<file path="src/rtl/dmem_pkg.sv">
// dmem_pkg: shared geometry, size/state encodings and byte-count helper for the data-memory port controller
package dmem_pkg;
  localparam int LANES = 4;
  localparam int ROW_W = 14;
  localparam int ADDR_W = 16;
  typedef enum logic [1:0] {SZ_B, SZ_H, SZ_W, SZ_RSV} size_e;
  typedef enum logic [1:0] {IDLE, ACCESS, RESP} state_e;
  function automatic logic [2:0] size_bytes(input size_e s);
    return s == SZ_B ? 3'd1 : s == SZ_H ? 3'd2 : s == SZ_W ? 3'd4 : 3'd0;
  endfunction
endpackage

</file>
<file path="src/rtl/dmem_lane_map.sv">
// dmem_lane_map: byte-lane rotation, per-lane row/wren/wdata and load extension (DMEM_MISALIGN_EN enables lane-crossing accesses)
module dmem_lane_map
  import dmem_pkg::*;
(
  input  logic                         active,
  input  logic [ADDR_W-1:0]            addr,
  input  logic                         we,
  input  size_e                        size,
  input  logic                         uns,
  input  logic [31:0]                  wdata,
  input  logic [LANES-1:0][7:0]        bank_rdata,
  output logic [LANES-1:0][ROW_W-1:0]  bank_addr,
  output logic [LANES-1:0]             bank_wren,
  output logic [LANES-1:0][7:0]        bank_wdata,
  output logic [31:0]                  rdata,
  output logic                         err
);
  logic [1:0] lane0;
  logic [ROW_W-1:0] row;
  logic [2:0] nbytes;
  logic [LANES-1:0][7:0] raw;
  assign lane0 = addr[1:0];
  assign row = addr[ADDR_W-1:2];
  assign nbytes = size_bytes(size);
`ifdef DMEM_MISALIGN_EN
  assign err = size == SZ_RSV;
`else
  assign err = size == SZ_RSV || ({1'b0, lane0} + nbytes) > 3'd4;
`endif
  for (genvar g = 0; g < LANES; g++) begin : g_lane
    logic [1:0] k;
    logic cov;
    assign k = 2'(g) - lane0;
    assign cov = {1'b0, k} < nbytes;
    assign bank_addr[g] = row + ROW_W'(cov && (2'(g) < lane0));
    assign bank_wren[g] = active && we && cov && !err;
    assign bank_wdata[g] = wdata[{k, 3'b000} +: 8];
    assign raw[g] = bank_rdata[2'(g) + lane0];
  end
  assign rdata = (err || we) ? '0 :
                 size == SZ_B ? {{24{~uns & raw[0][7]}}, raw[0]} :
                 size == SZ_H ? {{16{~uns & raw[1][7]}}, raw[1], raw[0]} : raw;
endmodule

</file>
<file path="src/rtl/dmem_port_ctrl.sv">
// dmem_port_ctrl: two-port round-robin controller for the four byte-lane data banks (DMEM_MISALIGN_EN enables misaligned access)
module dmem_port_ctrl
  import dmem_pkg::*;
(
  input  logic                         clk_i,
  input  logic                         rst_i,
  input  logic [1:0]                   req_valid_i,
  output logic [1:0]                   req_ready_o,
  input  logic [1:0][ADDR_W-1:0]       req_addr_i,
  input  logic [1:0]                   req_we_i,
  input  logic [1:0][1:0]              req_size_i,
  input  logic [1:0]                   req_unsigned_i,
  input  logic [1:0][31:0]             req_wdata_i,
  output logic                         rsp_valid_o,
  output logic                         rsp_id_o,
  output logic [31:0]                  rsp_rdata_o,
  output logic                         rsp_err_o,
  output logic [LANES-1:0][ROW_W-1:0]  bank_addr_o,
  output logic [LANES-1:0]             bank_wren_o,
  output logic [LANES-1:0][7:0]        bank_wdata_o,
  input  logic [LANES-1:0][7:0]        bank_rdata_i
);
  state_e state, state_nx;
  logic rr_ptr, gnt, accept;
  logic [ADDR_W-1:0] a_addr;
  logic a_we, a_uns, a_id;
  size_e a_size;
  logic [31:0] a_wdata, map_rdata;
  logic map_err;
  // state register; reset drops any in-flight request
  always_ff @(posedge clk_i or posedge rst_i)
    if (rst_i) state <= IDLE;
    else state <= state_nx;
  // arbitration, handshake and next state; RESP also accepts to sustain one access per two cycles
  always_comb begin
    gnt = &req_valid_i ? rr_ptr : req_valid_i[1];
    accept = !rst_i && state != ACCESS && |req_valid_i;
    req_ready_o = accept ? (gnt ? 2'b10 : 2'b01) : 2'b00;
    rsp_valid_o = state == RESP;
    state_nx = state == ACCESS ? RESP : accept ? ACCESS : IDLE;
  end
  // request latch, round-robin pointer and registered response
  always_ff @(posedge clk_i or posedge rst_i)
    if (rst_i) begin
      rr_ptr <= 1'b0;
      a_addr <= '0;
      a_we <= 1'b0;
      a_size <= SZ_B;
      a_uns <= 1'b0;
      a_wdata <= '0;
      a_id <= 1'b0;
      rsp_id_o <= 1'b0;
      rsp_rdata_o <= '0;
      rsp_err_o <= 1'b0;
    end else begin
      if (accept) begin
        rr_ptr <= ~gnt;
        a_addr <= req_addr_i[gnt];
        a_we <= req_we_i[gnt];
        a_size <= size_e'(req_size_i[gnt]);
        a_uns <= req_unsigned_i[gnt];
        a_wdata <= req_wdata_i[gnt];
        a_id <= gnt;
      end
      if (state == ACCESS) begin
        rsp_id_o <= a_id;
        rsp_rdata_o <= map_rdata;
        rsp_err_o <= map_err;
      end
    end
  dmem_lane_map u_map (
    .active     (state == ACCESS),
    .addr       (a_addr),
    .we         (a_we),
    .size       (a_size),
    .uns        (a_uns),
    .wdata      (a_wdata),
    .bank_rdata (bank_rdata_i),
    .bank_addr  (bank_addr_o),
    .bank_wren  (bank_wren_o),
    .bank_wdata (bank_wdata_o),
    .rdata      (map_rdata),
    .err        (map_err)
  );
endmodule

</file>
<file path="config.mk">
export PLATFORM = sky130hd
export DESIGN_NAME = dmem_port_ctrl
export DESIGN_NICKNAME = d
export VERILOG_FILES = /design/src/rtl/dmem_pkg.sv /design/src/rtl/dmem_lane_map.sv /design/src/rtl/dmem_port_ctrl.sv
export SDC_FILE = /design/constraint.sdc
export NUM_CORES = 1
export LEC_CHECK = 0
export CAP_MARGIN = 25
export CORE_MARGIN = 2
export CORE_UTILIZATION = 47
export CTS_CLUSTER_DIAMETER = 40
export DETAILED_ROUTE_END_ITERATION = 8
export GPL_TIMING_DRIVEN = 0
export PLACE_DENSITY = 0.95
export SYNTH_ARGS = -nofsm -noshare
export SYNTH_HDL_FRONTEND = slang
export SYNTH_SLANG_ARGS = --single-unit
</file>
<file path="constraint.sdc">
create_clock -name clk_i -period 8.3 [get_ports clk_i]
set_clock_uncertainty 0.05 [all_clocks]
set_input_delay 2.075 -clock clk_i [delete_from_list [all_inputs] [get_ports clk_i]]
set_output_delay 2.075 -clock clk_i [all_outputs]
set_load 0.05 [all_outputs]
</file>
==> results of run 1 <==
[registers in the layout, summed over array words and instances, names as in the netlist]
signal,cells
a_we,1
a_addr,16
rsp_err_o,1
rsp_id_o,1
rsp_rdata_o,32
a_uns,1
a_wdata,32
rr_ptr,1
state,2
a_id,1
a_size,2
[synth_stat cells]
cell type,instances
dfrtp_1,90
nand2_1,82
mux4_2,64
o21ai_0,60
mux2i_1,52
nor2_1,39
buf_2,22
clkbuf_1,20
xor2_1,20
nand2b_1,19
xnor2_1,18
buf_4,17
inv_1,17
a32o_1,16
ha_1,14
nand3_1,11
o21ai_1,10
buf_1,6
nand4_1,6
and2_1,5
a21oi_1,4
and3_1,3
nor2b_1,3
or3_1,3
a21o_1,2
a311oi_2,1
and2_0,1
and4_1,1
buf_6,1
clkinv_1,1
inv_2,1
nor3_1,1
o2111a_2,1
o2111ai_1,1
or2_2,1
[worst max-delay path, stage by stage, from the launching register on]
cell and delay [ns]:
dfrtp_1 0.39, buf_2 0.25, clkbuf_4 0.35, buf_2 0.37, buf_2 0.38, inv_1 0.15
ha_1 0.29, buf_2 0.26, buf_2 0.39, clkbuf_2 0.37, a21oi_1 0.12, nor3_1 0.24
nor2_1 0.09, ha_1 0.28, ha_1 0.24, and3_1 0.23, nand3_1 0.11, xnor2_1 0.13
clkdlybuf4s50_1 0.82
[path summary, 6_finish.rpt]
| path | cells after the start | end | from |
|---|---|---|---|
| min in group asynchronous | 2 | state[1] | rst_i |
| worst min-delay path | 1 | a_id | a_id |
| max in group asynchronous | 3 | a_wdata[8] | rst_i |
| worst max register to register | 11 | rsp_rdata_o[11] | a_addr[1] |
| worst max-delay path | 18 | bank_addr_o[6] | a_addr[1] |
| worst min register to register | 1 | a_id | a_id |
[cell families after synthesis]
logic type	Yosys count	synth area share, %
simple gates	175	11.99
mux	116	30.18
compound gates	95	8.949
flops	90	34.64
buf+inv	85	6.428
xor+xnor	38	5.119
fa+ha+maj	14	2.694
[power by group]
part / switching (mW) / internal [mW] / total (mW)
Combinational: 1.16 / 0.702 / 1.86
Sequential: 0.105 / 0.552 / 0.657
Clock: 0.180 / 0.241 / 0.420
[metal layers]
metal	wire (µm)	vias to the layer above	GRT usage, %	part of all wire (%)
li1	-	2772	-	-
met1	8656	3113	39.46	37
met2	11730	455	55.13	50
met3	2094	88	6.086	8.9
met4	1085	0	17.46	4.6
met5	0	-	0	0
[area by class of cell]
cell class / instances / area [µm²] / area share, %
multi-input cells: 438 / 3831 / 39.30
clock inverters: 5 / 53.80 / 0.5518
repair buffers: 269 / 2723 / 27.93
well taps: 176 / 220.2 / 2.259
plain buffers: 66 / 352.8 / 3.619
inverters: 19 / 73.82 / 0.7572
clock buffers: 11 / 242.7 / 2.490
flip-flops and latches: 90 / 2252 / 23.10
==> metrics.md, run 1 <==
| Metric | Value |
|---|---|
| YS warnings | `0` |
| Layout cells sized above 1 | `14.03%` |
| Pleak | `4.188 nW` |
| Worst slew margin | `47.08%` |
| RSZ-0062 raised after global routing | `false` |
| Max-slew violations | `0` |
| Via Count | `6428` |
| Initial antenna violation count | `0` |
| Drt pass-1 iters | `7` |
| Final WS setup | `0.3503 ns` |
| Overall power | `2.936 mW` |
| Clk sink count | `90` |
| Vias in the first global route | `6602` |
| CORE AREA | `13400 µm²` |
| Commonest non-fill, non-tap cell in the layout | `clkdlybuf4s50_1` |
| Cell Area, Synth | `6501 µm²` |
| Final std cells w/o fill | `1074` |
| Area leader, netlist | `dfrtp_1` |
| Initial DRC count | `636` |
| Cts hold-fix bufs | `0` |
| Final setup vio count | `0` |
| Area grow syn2layout | `49.96%` |
| Diodes inserted | `0` |
| Grt total ovfl | `0` |
| Status | `completed` |
| Slew @ Worst Pin | `0.7930 ns` |
| Sequential area share after synthesis | `34.64%` |
| GP Congestion | `0.9191` |
| Hpwl dp | `17770 µm` |
| IO buf count | `268` |
| Full die area | `14790 µm²` |
| Io pins | `269` |
| Wire per inst | `21.94 µm` |
| Critical Path AT | `5.82 ns` |
| DR DRC count | `0` |
| Power per cell area | `301.1 nW/µm²` |
| Largest net degree at the start of global routing | `54` |
| Total Routing Usage GR | `32.50%` |
| First-pass GRT wire length | `35740 µm` |
| Fin area | `9749 µm²` |
| Yosys reg bits | `90` |
| Via density | `5.985` |
| Initial Util | `48.52%` |
| Final period utilization | `95.78%` |
| WHS | `0.4371 ns` |
| Cell count after placement | `1058` |
| Max-cap violations | `0` |
| Critical path class | `register to output port` |
| Routed WL | `23570 µm` |
| Post-layout net count | `1047` |
| Chip width | `121.6 µm` |
| Minimum clock period | `7.950 ns` |
| Required @ worst endpoint | `6.18 ns` |
| Max VDD drop | `0.0002423 V` |
| Fin Setup TNS | `0 ns` |
| Die Y | `121.6 µm` |
| Buffers inserted by post-CTS timing repair | `0` |
| CTS tree | `done` |
| Clk Latency, worst-skew pair | `0.36 ns` |
| Area contributors post-synth | `dfrtp_1 (35%), mux4_2 (22%), mux2i_1 (8.0%)` |
| Setup Slack @ Placement | `0.3502 ns` |
| Syn avg cell area | `10.61 µm²` |
| CP Capture Type | `output port` |
| Clock root buffer | `clkbuf_16` |
| Clock Tree Buf Depth | `2` |
| Worst Path Max Fanout | `10` |
| R2R Setup Slk | `4.14 ns` |
| Post-cts resize count | `1` |
| DRT antenna net count | `0` |
| CTS clock-pin slew for the worst setup and hold paths | `0.07 ns` |
| Most frequent cells in the layout | `clkdlybuf4s50_1 (263), dfrtp_1 (90), nand2_1 (82), mux4_2 (64), o21ai_0 (60)` |
| Maximum clock frequency | `125.8 MHz` |
| Netlist cell types | `35` |
| H-tree Lvls | `3` |
| Mapped Cells | `613` |
| Startpoint Class | `register` |
| Final Hold Fails | `0` |
| Hold crit path type | `register to register` |
| Final Core Density | `72.75%` |
| Post-synth top area share | `34.64%` |
| Row cnt | `42` |
| Fillers | `959` |
| Syn_nets | `767` |
| Total CTS buffers | `9` |
| DP Area | `9434 µm²` |
Power figures use the tool's default switching activity.
==> run 2, diff against run 1 <==
--- a/config.mk
+++ b/config.mk
@@ -5,13 +5,14 @@
 export SDC_FILE = /design/constraint.sdc
 export NUM_CORES = 1
 export LEC_CHECK = 0
-export CAP_MARGIN = 25
+export CAP_MARGIN = 0
 export CORE_MARGIN = 2
 export CORE_UTILIZATION = 47
 export CTS_CLUSTER_DIAMETER = 40
 export DETAILED_ROUTE_END_ITERATION = 8
 export GPL_TIMING_DRIVEN = 0
 export PLACE_DENSITY = 0.95
+export RECOVER_POWER = 50
 export SYNTH_ARGS = -nofsm -noshare
 export SYNTH_HDL_FRONTEND = slang
 export SYNTH_SLANG_ARGS = --single-unit
==> metrics.md, run 2 (synthesis results as in run 1) <==
| Metric | Value |
|---|---|
| Fillers | `962 (+0.31%)` |
| Final period utilization | `95.79% (about the same)` |
| Hold crit path type | `register to register` |
| Worst slew margin | `-96.84% (-140 points)` |
| Routed wl met3 | `2129 µm (+1.7%)` |
| Required @ worst endpoint | `6.18 ns (about the same)` |
| Startpoint Class | `register` |
| Slew @ Worst Pin | `2.953 ns (+2.160 ns)` |
| WHS | `0.4364 ns (-0.0007050 ns)` |
| Chip width | `121.6 µm (unchanged)` |
| Final WS setup | `0.3494 ns (-0.0008650 ns)` |
| Via Count | `6398 (-0.47%)` |
| First-pass GRT wire length | `35740 µm (unchanged)` |
| Initial antenna violation count | `0 (unchanged)` |
| Hpwl dp | `17770 µm (unchanged)` |
| Drt pass-1 iters | `5 (-2)` |
| Max-slew violations | `93 (+93)` |
| Final setup vio count | `0 (unchanged)` |
| Largest regs | `a_wdata: 32 flops, rsp_rdata_o: 32 flops, a_addr: 16 flops` |
| Setup Slack @ Placement | `0.3502 ns (unchanged)` |
| Routed wl met2 | `11700 µm (-0.28%)` |
| H-tree Lvls | `3 (unchanged)` |
| GP Congestion | `0.9191 (unchanged)` |
| Max-cap violations | `2 (+2)` |
| Clk Latency, worst-skew pair | `0.36 ns (about the same)` |
| CTS clock-pin slew for the worst setup and hold paths | `0.06 ns (about the same)` |
| Final Hold Fails | `0 (unchanged)` |
| Initial DRC count | `644 (+1.3%)` |
| Initial Util | `48.52% (unchanged)` |
| Status | `finished, violations left` |
| Clk sink count | `90 (unchanged)` |
| Full die area | `14790 µm² (unchanged)` |
| Crit-path slowest cell | `clkdlybuf4s50_1` |
| Fin Setup TNS | `0 ns (unchanged)` |
| Vias in the first global route | `6602 (unchanged)` |
| Largest net degree at the start of global routing | `54 (unchanged)` |
| Cell depth of the worst setup path | `18 (unchanged)` |
| Wire per inst | `21.91 µm (-0.17%)` |
| Largest delay contributor family on the critical path | `buffers and inverters` |
| Clock Tree Buf Depth | `2 (unchanged)` |
| Hold depth | `2 (+1)` |
| Clock root buffer | `clkbuf_16` |
| Max VDD drop | `0.0002433 V (+0.41%)` |
| Total Routing Usage GR | `32.50% (unchanged)` |
| Diodes inserted | `0 (unchanged)` |
| Routed WL | `23530 µm (-0.17%)` |
| Area of the multi-input gates | `3831 µm² (unchanged)` |
| Minimum clock period | `7.951 ns (+0.0008650 ns)` |
| Pleak | `4.254 nW (+1.6%)` |
| Most frequent CP cell | `buf_2` |
| Maximum clock frequency | `125.8 MHz (about the same)` |
| Total CTS buffers | `9 (unchanged)` |
| Grt total ovfl | `0 (unchanged)` |
| FF+latch area | `2252 µm² (unchanged)` |
| Die Y | `121.6 µm (unchanged)` |
| R2R cell count | `11 (unchanged)` |
| Io pins | `269 (unchanged)` |
| Post-layout net count | `1047 (unchanged)` |
| CORE AREA | `13400 µm² (unchanged)` |
| Most frequent cells in the layout | `clkdlybuf4s50_1 (224), dfrtp_1 (90), nand2_1 (82), mux4_2 (64), o21ai_0 (60)` |
| Crit-path max cell delay | `0.82 ns (about the same)` |
| RSZ-0062 raised after global routing | `false` |
| Commonest non-fill, non-tap cell in the layout | `clkdlybuf4s50_1` |
| Max layer used | `met4` |
| Critical Path AT | `5.83 ns (about the same)` |
| DRT antenna net count | `0 (unchanged)` |
| Violations in the final reports | `max-capacitance violations, max-slew violations` |
| Power per cell area | `299.2 nW/µm² (-0.64%)` |
| DR DRC count | `0 (unchanged)` |
| Area grow syn2layout | `49.54%` |
| Routed metal-1 wire length | `8574 µm (-0.95%)` |
| IO buf count | `268 (unchanged)` |
| Worst Path Max Fanout | `10 (unchanged)` |
| Crit path cell chain | `buf_2 -> clkbuf_4 -> buf_2 -> buf_2 -> inv_1 -> ha_1 -> buf_2 -> buf_2 -> clkbuf_2 -> a21oi_1 -> nor3_1 -> nor2_1 -> ha_1 -> ha_1 -> and3_1 -> nand3_1 -> xnor2_1 -> clkdlybuf4s50_1` |
| Row cnt | `42 (unchanged)` |
| CP Capture Type | `output port` |
| CTS tree | `done` |
| Layout cells sized above 1 | `13.70% (-0.33 points)` |
| Critical path class | `register to output port` |
| Bufs and invs on worst path | `9 (unchanged)` |
| Via density | `5.957 (-0.47%)` |
## run 2: cell types whose count changed in the layout (fill, tap and decap cells not counted)
| cell | before | now |
|---|---|---|
| buf_1 | 6 | 5 |
| buf_16 | 1 | 0 |
| buf_2 | 20 | 18 |
| clkbuf_1 | 20 | 24 |
| clkdlybuf4s50_1 | 263 | 224 |
| clkinvlp_2 | 0 | 1 |
| dlygate4sd3_1 | 0 | 39 |
| inv_4 | 1 | 0 |
## run 2: path summary, 6_finish.rpt
check,from,to,slack (ns)
setup / recovery,a_addr[1],bank_addr_o[6],0.35
hold / removal,rsp_rdata_o[3],rsp_rdata_o[3],0.44
setup reg to reg,a_addr[1],rsp_rdata_o[11],4.16
hold reg to reg,rsp_rdata_o[3],rsp_rdata_o[3],0.44
max in group asynchronous,rst_i,a_wdata[8],2.21
min in group asynchronous,rst_i,rr_ptr,2.57
## run 2: final cells by class
type | count | area share (%)
Buffer | 66 | 3.604
Timing Repair Buffer | 269 | 27.76
Clock buffer | 11 | 2.497
Clock inverter | 5 | 0.5534
Inverter | 19 | 0.7465
Sequential cell | 90 | 23.17
Multi-Input combinational cell | 438 | 39.41
Tap cell | 176 | 2.265
## run 2: tightest hold or removal path, cell delays in order, from the launching register on
cell	delay, ns
dfrtp_1	0.35
nand2_1	0.05
o21ai_0	0.06
## run 2: timing repair
action                                  in CTS  in global routing
setup buffers                                0                  0
hold buffers                                 0                  0
endpoints found under the hold margin        0                  0
endpoints found under the setup margin       3                  8
gates resized for setup                      1                  7
## run 2: metal layers
metal  GRT usage, %  vias to the layer above
met5              0                        -
met4          17.46                        0
met1          39.46                     3091
met2          55.13                      449
li1               -                     2771
met3          6.086                       87
## run 2: metrics by stage
stage	util [%]	area, µm²	power [mW]	instances
floorplan	-	6501	1.876	613
global placement	70.18	9404	2.458	1057
detailed placement	70.40	9434	2.501	1058
CTS	72.62	9732	2.928	1074
global route	72.55	9722	3.011	1074
finish	72.55	9722	2.909	1074
## run 2: where the power goes
part | internal, mW | leakage [nW] | switching, mW | total [mW]
clock | 0.241 | 0.149 | 0.182 | 0.422
sequential | 0.552 | 1.14 | 0.102 | 0.653
combinational | 0.676 | 2.97 | 1.16 | 1.83
total | 1.47 | 4.25 | 1.44 | 2.91
